## src/rtl/keypad_scan.sv

```systemverilog
// 4x4 active-low matrix keypad scanner with debounced press and release detection.
// Emits a one-cycle key_valid per accepted press; key_num holds until the next press.
module keypad_scan #(
   parameter int unsigned SCAN_DIV       = 200000,
   parameter int unsigned DEBOUNCE_SCANS = 4
) (
   input  logic       clk,
   input  logic       rst_n,
   input  logic [3:0] col,
   output logic [3:0] row,
   output logic [3:0] key_num,
   output logic       key_valid,
   output logic       key_held
);

   localparam int unsigned DIV_W = $clog2(SCAN_DIV + 1);
   localparam int unsigned DEB_W = $clog2(DEBOUNCE_SCANS + 1);

   typedef enum logic [1:0] {IDLE, DEBOUNCE, PRESSED, RELEASE} state_e;

   logic [3:0]       col_meta_q, col_sync_q;
   logic [DIV_W-1:0] div_q;
   logic [1:0]       row_idx_q;
   logic [3:0]       row_q;
   logic             acc_found_q;
   logic [3:0]       acc_code_q;
   state_e           state_q;
   logic [DEB_W-1:0] cnt_q;
   logic [3:0]       cand_q;
   logic [3:0]       key_num_q;
   logic             key_valid_q, key_held_q;

   logic             tick, scan_done, row_hit, scan_found;
   logic [1:0]       row_col_idx, next_idx;
   logic [3:0]       scan_code;
   logic [DEB_W-1:0] cnt_inc;

   assign tick      = (div_q == DIV_W'(SCAN_DIV));
   assign scan_done = tick && (row_idx_q == 2'd3);
   assign next_idx  = row_idx_q + 2'd1;
   assign row_hit   = ~&col_sync_q;
   assign cnt_inc   = cnt_q + 1'b1;

   // Lowest-numbered closed column wins within the row being sampled.
   always_comb begin
      // NOTE: default first so every path assigns it and no latch is inferred.
      row_col_idx = 2'd0;
      for (int i = 3; i >= 0; i--) begin
         if (!col_sync_q[i]) row_col_idx = 2'(i);
      end
   end

   // An earlier row in the same scan takes priority over the row-3 sample.
   assign scan_found = acc_found_q | row_hit;
   assign scan_code  = acc_found_q ? acc_code_q : {row_idx_q, row_col_idx};

   always_ff @(posedge clk or negedge rst_n) begin
      if (!rst_n) begin
         col_meta_q  <= 4'hF;
         col_sync_q  <= 4'hF;
         div_q       <= DIV_W'(1);
         row_idx_q   <= 2'd0;
         row_q       <= 4'b1110;
         acc_found_q <= 1'b0;
         acc_code_q  <= 4'h0;
      end else begin
         // NOTE: non-blocking assignments so every register samples pre-edge values.
         col_meta_q <= col;
         col_sync_q <= col_meta_q;
         div_q      <= tick ? DIV_W'(1) : div_q + 1'b1;
         if (tick) begin
            row_idx_q <= next_idx;
            row_q     <= ~(4'b0001 << next_idx);
            if (scan_done) begin
               acc_found_q <= 1'b0;
               acc_code_q  <= 4'h0;
            end else if (!acc_found_q && row_hit) begin
               acc_found_q <= 1'b1;
               acc_code_q  <= {row_idx_q, row_col_idx};
            end
         end
      end
   end

   always_ff @(posedge clk or negedge rst_n) begin
      if (!rst_n) begin
         state_q     <= IDLE;
         cnt_q       <= '0;
         cand_q      <= 4'h0;
         key_num_q   <= 4'h0;
         key_valid_q <= 1'b0;
         key_held_q  <= 1'b0;
      end else begin
         key_valid_q <= 1'b0;
         if (scan_done) begin
            case (state_q)
               IDLE: begin
                  if (scan_found) begin
                     cand_q <= scan_code;
                     if (DEBOUNCE_SCANS == 1) begin
                        state_q     <= PRESSED;
                        key_num_q   <= scan_code;
                        key_valid_q <= 1'b1;
                        key_held_q  <= 1'b1;
                     end else begin
                        state_q <= DEBOUNCE;
                        cnt_q   <= DEB_W'(1);
                     end
                  end
               end
               DEBOUNCE: begin
                  if (scan_found && scan_code == cand_q) begin
                     if (cnt_inc == DEB_W'(DEBOUNCE_SCANS)) begin
                        state_q     <= PRESSED;
                        cnt_q       <= '0;
                        key_num_q   <= cand_q;
                        key_valid_q <= 1'b1;
                        key_held_q  <= 1'b1;
                     end else begin
                        cnt_q <= cnt_inc;
                     end
                  end else begin
                     state_q <= IDLE;
                     cnt_q   <= '0;
                  end
               end
               PRESSED: begin
                  if (!scan_found) begin
                     if (DEBOUNCE_SCANS == 1) begin
                        state_q    <= IDLE;
                        key_held_q <= 1'b0;
                     end else begin
                        state_q <= RELEASE;
                        cnt_q   <= DEB_W'(1);
                     end
                  end
               end
               RELEASE: begin
                  if (scan_found) begin
                     state_q <= PRESSED;
                     cnt_q   <= '0;
                  end else if (cnt_inc == DEB_W'(DEBOUNCE_SCANS)) begin
                     state_q    <= IDLE;
                     cnt_q      <= '0;
                     key_held_q <= 1'b0;
                  end else begin
                     cnt_q <= cnt_inc;
                  end
               end
               default: state_q <= IDLE;
            endcase
         end
      end
   end

   assign row       = row_q;
   assign key_num   = key_num_q;
   assign key_valid = key_valid_q;
   assign key_held  = key_held_q;

endmodule

```

## config.mk

```make
export PLATFORM = sky130hd
export DESIGN_NAME = keypad_scan
export DESIGN_NICKNAME = d
export VERILOG_FILES = /design/src/rtl/keypad_scan.sv
export SDC_FILE = /design/constraint.sdc
export NUM_CORES = 1
export LEC_CHECK = 0
export BUFFER_PORTS_ARGS = -buffer_cell sky130_fd_sc_hd__buf_2
export CELL_PAD_IN_SITES_DETAIL_PLACEMENT = 0
export CELL_PAD_IN_SITES_GLOBAL_PLACEMENT = 1
export CORE_UTILIZATION = 48
export CTS_CLUSTER_DIAMETER = 150
export DETAILED_ROUTE_END_ITERATION = 12
export PLACE_DENSITY = 0.76
export SYNTH_ARGS = -nofsm -noshare
export SYNTH_HDL_FRONTEND = slang
export SYNTH_SLANG_ARGS = --single-unit
```

## constraint.sdc

```tcl
create_clock -name clk -period 2.35 [get_ports clk]
set_clock_uncertainty 0.05 [all_clocks]
set_input_delay 0.47 -clock clk [delete_from_list [all_inputs] [get_ports clk]]
set_output_delay 0.47 -clock clk [all_outputs]
set_load 0.05 [all_outputs]
```

# After elaboration in Yosys (flattened, before gate mapping)
# Index checks and enable logic that the tools add are counted.
# W data, S select, Z words.
# totals
inputBits,6
elab_cells,81
ff_bits,52
output_inout_bits,10
# op_classes
shifts,1
n_reduce_logical,15
n_bitwise,2
n_mux,32
n_addsub,3
eq_ne,15
# ops
cell,n
$mux W2,10
$add A18 B1 Y18 const B,1
$eq A18 B18 Y1 const B,1
$mux W18,1
$mux W3,5
$mux W4,3
$ne A2 B2 Y1 const B,6
$pmux W3 S4,1
$mux W1,10
$pmux W2 S4,1
$reduce_and A4 Y1,2
$eq A2 B2 Y1 const B,3
$ne A3 B3 Y1 const B,2
$reduce_and A3 Y1,2
$reduce_and A6 Y1,1
$reduce_and A5 Y1,1
$eq A4 B4 Y1,1
$not A4 Y4,1
$reduce_bool A2 Y1,2
$shl A1 B2 Y4 const A,1
$add A3 B1 Y3 const B,1
$eq A3 B3 Y1 const B,1
$logic_and A1 B1 Y1,3
$add A2 B1 Y2 const B,1
other kinds (6),7

# Logic depth before layout (Yosys ltp)
# logic_depth
depth_word,10
mapped_depth,8
ltp_nobuf,8

# Worst setup path before layout
# No wires, ideal clock.
# synth_timing
path_type,register to register
start,reg div_q[4]
end,reg cand_q[0]
setup_time_ns,0.125
stages_incl_launch_ff,6
required_ns,2.175
arrival_ns,1.961
n_path_buf,0
synth_period_minus_slack_ns,2.136
path_slack_ns,0.214
cell_sequence,dfrtp_1 > or4_1 > nor3_2 > nand3_1 > nor4_4 > mux2_2
# synth_between
elab_chain_cells,3
# synth_rtl
element,line,rtl
start: declaration,22,logic [DIV_W-1:0] div_q;
start signal: assignment,70,div_q <= tick ? DIV_W'(1) : div_q + 1'b1;
$eq A18 B18 Y1,38,assign tick = (div_q == DIV_W'(SCAN_DIV));
$logic_and A1 B1 Y1,39,assign scan_done = tick && (row_idx_q == 2'd3);
$reduce_and A3 Y1 (no line),--,
end signal: assignment,99,cand_q <= scan_code;
end: declaration,29,logic [3:0] cand_q;
# No other way between the ends.
# A chain may end at the register's enable or synchronous reset.

# Worst setup path after layout
# layout_timing
start,reg div_q[3]
end,reg cand_q[1]
# The elaborated chain is that of the path after synthesis.

==> impl_metrics.toml <==
[finish]
num-nets-final = 267
final-instance-count-excl-fill = 320
insertedDiodeCount = 0
final_design_area_no_fill_sq_um = 2826
area.growth.synth_to_final_pct = 15.02
layout-drive-gt1-share_pct = 25.30

[synth]
synth_adder_area_share_pct = 4.582
synthXorXnorAreaFrac_pct = 7.128
synth_area_per_cell_sq_um = 11.07
synthSimpleGateAreaFrac_pct = 17.62
post-synth-top-area-fraction_pct = 40.73
synth_area_sq_um = 2457
synth_seq_cells = 52
synth-edff-count = 0
number_of_standard_cells_after_synthesis = 222
yosys-mux-area-fraction_pct = 5.397
synth_top_family_by_area = "simple AND/OR/NAND/NOR gates"
synth_flop_cell = "sky130_fd_sc_hd__dfrtp_1"
synth-compound-area-share_pct = 8.910
synthesis.nets = 237
post-synth-top-count-cell = "sky130_fd_sc_hd__dfrtp_1"
synth.distinct_cells = 43
asr_flop_ratio_synth_pct = 100.0
synth.largest_area_cell = "sky130_fd_sc_hd__dfrtp_1"
proportion_of_synthesized_chip_area_in_sequential_cells_pct = 53.56
yosys-top-cells-area = "sky130_fd_sc_hd__dfrtp_1, sky130_fd_sc_hd__dfstp_2, sky130_fd_sc_hd__ha_1, sky130_fd_sc_hd__xnor2_1, sky130_fd_sc_hd__nand2_1"
netlist_top_cells_count = "sky130_fd_sc_hd__dfrtp_1, sky130_fd_sc_hd__nand2_1, sky130_fd_sc_hd__nor2_1"
yosys_warnings = 0

[floorplan]
floorplan.initialDensity_pct = 51.01
core_area_sq_um = 4817
chipWidth_um = 73.55
die_h_um = 73.55
design.die.area_sq_um = 5410
placementRows = 25
num_io_pins = 16

[sta]
finalMaxSlewViolations = 0
timing.setup.tns_ns = 0
setup_viol = 0
rsz0062_at_grt = "yes"
worst_pin_slew_ns = 0.5801
maxClockFrequency_mhz = 439.6
period_share_pct = 96.80
finalHoldViolations = 0
timing.final.crit_period_ns = 2.275
timing.max_slew.rel_slack_pct = 60.97

[worst_setup_path]
cp.arrival_ns = 2.42
startpoint_type = "flop"
worstPathCellList = "or4bb_4 > nor3_4 > nand3_2 > nor4_4 > mux2_2"
worst_path_required_ns = 2.49
reg2reg_depth = 5
end_kind = "flop"
critPathSlowestCell = "sky130_fd_sc_hd__or4bb_4"
worst-setup-path-type = "flop to flop"
crit_path_max_fanout = 5
critical_path.max_stage_delay_ns = 0.55

[global_routing]
grt_remaining_overflow = 0
grt_pass1_vias = 1619
grt_first_pass_wirelength_um = 7548
number_of_antenna_violations_at_the_first_check_in_global_routing = 0
globalRouteTotalUtil_pct = 18.74
pin_count_of_the_biggest_net_entering_global_routing = 29

[placed_design]
detailedPlacementHpwl_um = 3227
dp_cells = 310
post_dp_cell_area_sq_um = 2680
count_of_input_and_output_buffers = 15
gpl.final_weighted_congestion = 0.7570

[power_and_ir_drop]
pwr-share-seq_pct = 59.1
total_switching_power_uw = 311.6
intPower_mw = 1.234
post-layout-total-power_mw = 1.546
switching_share_pct = 20.16
irDropWorstVdd_v = 0.0003120
power.leakage_nw = 1.309
pwr_cell_area_nw_per_um2 = 546.8
comb_power_share_pct = 2.3
power_frac_clock_pct = 38.6

[drt]
route.detailed.wl_per_inst_um = 13.79
via_density_per_instance = 5.122
postRouteAntennaNets = 0
drt-total-wl_um = 4412
detail_route.iter0.violations = 95
routed_vias = 1639
post-route-drc-count = 0
detailedRoute.firstPassIterationCount = 4

[clock_network]
clockRootBuffer = "sky130_fd_sc_hd__clkbuf_8"
tritoncts.num_buffers = 5
clock_tree.htree_level_count = 2
cts_tree = "built"
insertion_delay_ns = 0.30
cts-hold-fix-buffers = 0
clock_sink_count = 52
cts.reportedPaths.clkPinSlew_ns = 0.09
max-clock-path-buffers = 2

[min_path]
timing.hold.worst.class = "primary input to async pin"

[flow_run]
drv_cap = 0

[outcome]
status = "complete, no violations"
-- registers in the layout (all words and copies together) (netlist names) --
signal	flops
acc_code_q	4
acc_found_q	1
cand_q	4
cnt_q	3
col_meta_q	4
col_sync_q	4
div_q	18
key_held	1
key_num	4
key_valid	1
row	4
row_idx_q	2
state_q	2
-- layout by cell type (no fill, tap or decap), types with 2 or more instances in the layout --
cell type | Yosys | final
sky130_fd_sc_hd__nand3_1 | 10 | 9
sky130_fd_sc_hd__o21ai_0 | 12 | 12
sky130_fd_sc_hd__buf_2 | 1 | 15
sky130_fd_sc_hd__xor2_1 | 8 | 8
sky130_fd_sc_hd__xnor2_1 | 12 | 12
sky130_fd_sc_hd__and2_1 | 4 | 4
sky130_fd_sc_hd__clkbuf_8 | 0 | 5
sky130_fd_sc_hd__and3_1 | 4 | 4
sky130_fd_sc_hd__nand4_1 | 6 | 6
sky130_fd_sc_hd__o41ai_1 | 2 | 2
sky130_fd_sc_hd__nor3_1 | 3 | 3
sky130_fd_sc_hd__a31oi_1 | 3 | 3
sky130_fd_sc_hd__nor4_1 | 2 | 2
sky130_fd_sc_hd__ha_1 | 9 | 9
sky130_fd_sc_hd__a21oi_1 | 4 | 4
sky130_fd_sc_hd__a22o_1 | 2 | 2
sky130_fd_sc_hd__nand2_1 | 23 | 23
sky130_fd_sc_hd__nor2_1 | 19 | 19
sky130_fd_sc_hd__buf_4 | 0 | 11
sky130_fd_sc_hd__mux2i_1 | 5 | 5
sky130_fd_sc_hd__nand2b_1 | 2 | 2
sky130_fd_sc_hd__dfrtp_1 | 40 | 39
sky130_fd_sc_hd__a31o_2 | 2 | 2
sky130_fd_sc_hd__inv_1 | 12 | 12
sky130_fd_sc_hd__mux2_4 | 4 | 5
sky130_fd_sc_hd__dfstp_2 | 12 | 12
-- power groups by stage --
stage | sequential [mW] | combinational (mW) | clock [mW]
after floorplan | 0.928 | 0.00956 | 0
after global placement | 0.930 | 0.0379 | 0
after detailed placement | 0.930 | 0.0384 | 0
after CTS | 0.913 | 0.0386 | 0.620
after global routing | 0.915 | 0.0423 | 0.660
final | 0.913 | 0.0363 | 0.596
-- per-layer routing --
metal	routed length [um]	GRT usage, %	vias to the layer above
li1	-	-	825
met1	2158	25.29	788
met2	2098	29.87	21
met3	99	4.115	5
met4	55	6.410	0
met5	0	0	-
-- timing repair --
action	4_1_cts	5_1_grt
setup endpoints to repair	0	4
setup buffers	0	2
resized for setup	0	6
-- through the flow --
step / hold slack (ns) / worst slack [ns] / utilization [%]
2_1_floorplan: 0.1244 / 0.2139 / -
3_3_place_gp: 0.2961 / 0.1583 / 55.64
3_5_place_dp: 0.2987 / 0.08365 / 55.64
4_1_cts: 0.1136 / 0.07439 / 57.87
5_1_grt: 0.1361 / -0.04392 / 58.68
6_report: 0.09765 / 0.07524 / 58.68
-- final timing paths --
| path | slack (ns) | startpoint | to |
|---|---|---|---|
| worst max-delay path | 0.08 | div_q[3]$_DFF_PN0_ | cand_q[1]$_DFFE_PN0P_ |
| worst min-delay path | 0.1 | rst_n | key_num[0]$_DFFE_PN0P_ |
| worst max register to register | 0.08 | div_q[3]$_DFF_PN0_ | cand_q[1]$_DFFE_PN0P_ |
| worst min register to register | 0.31 | col_meta_q[3]$_DFF_PN1_ | col_sync_q[3]$_DFF_PN1_ |
| max in group asynchronous | 1.54 | rst_n | row[1]$_DFFE_PN1N_ |
| min in group clk | 0.21 | col[0] | col_meta_q[0]$_DFF_PN1_ |
-- layout make-up --
class	instances	area [sq um]
well taps	67	83.83
clock inverters	2	35.03
multi-input cells	154	1095
inverters	12	45.04
repair buffers	27	177.7
clock buffers	6	72.57
fillers	426	1991
flip-flops and latches	52	1318
-- critical path, delay by kind of cell (launching register included) --
family / cells / cell delay, ns
mux: 1 / 0.37
flops: 1 / 0.45
simple gates: 4 / 1.30
-- kinds of logic after synthesis --
group,after synthesis
adder cells (fa/ha/maj),9
flip-flops,52
AND/OR/NAND/NOR,82
AO/OA/AOI/OAI,32
XOR/XNOR,20
buffers and inverters,16
multiplexers,11
Note: power is estimated with default switching activity, not from simulation.
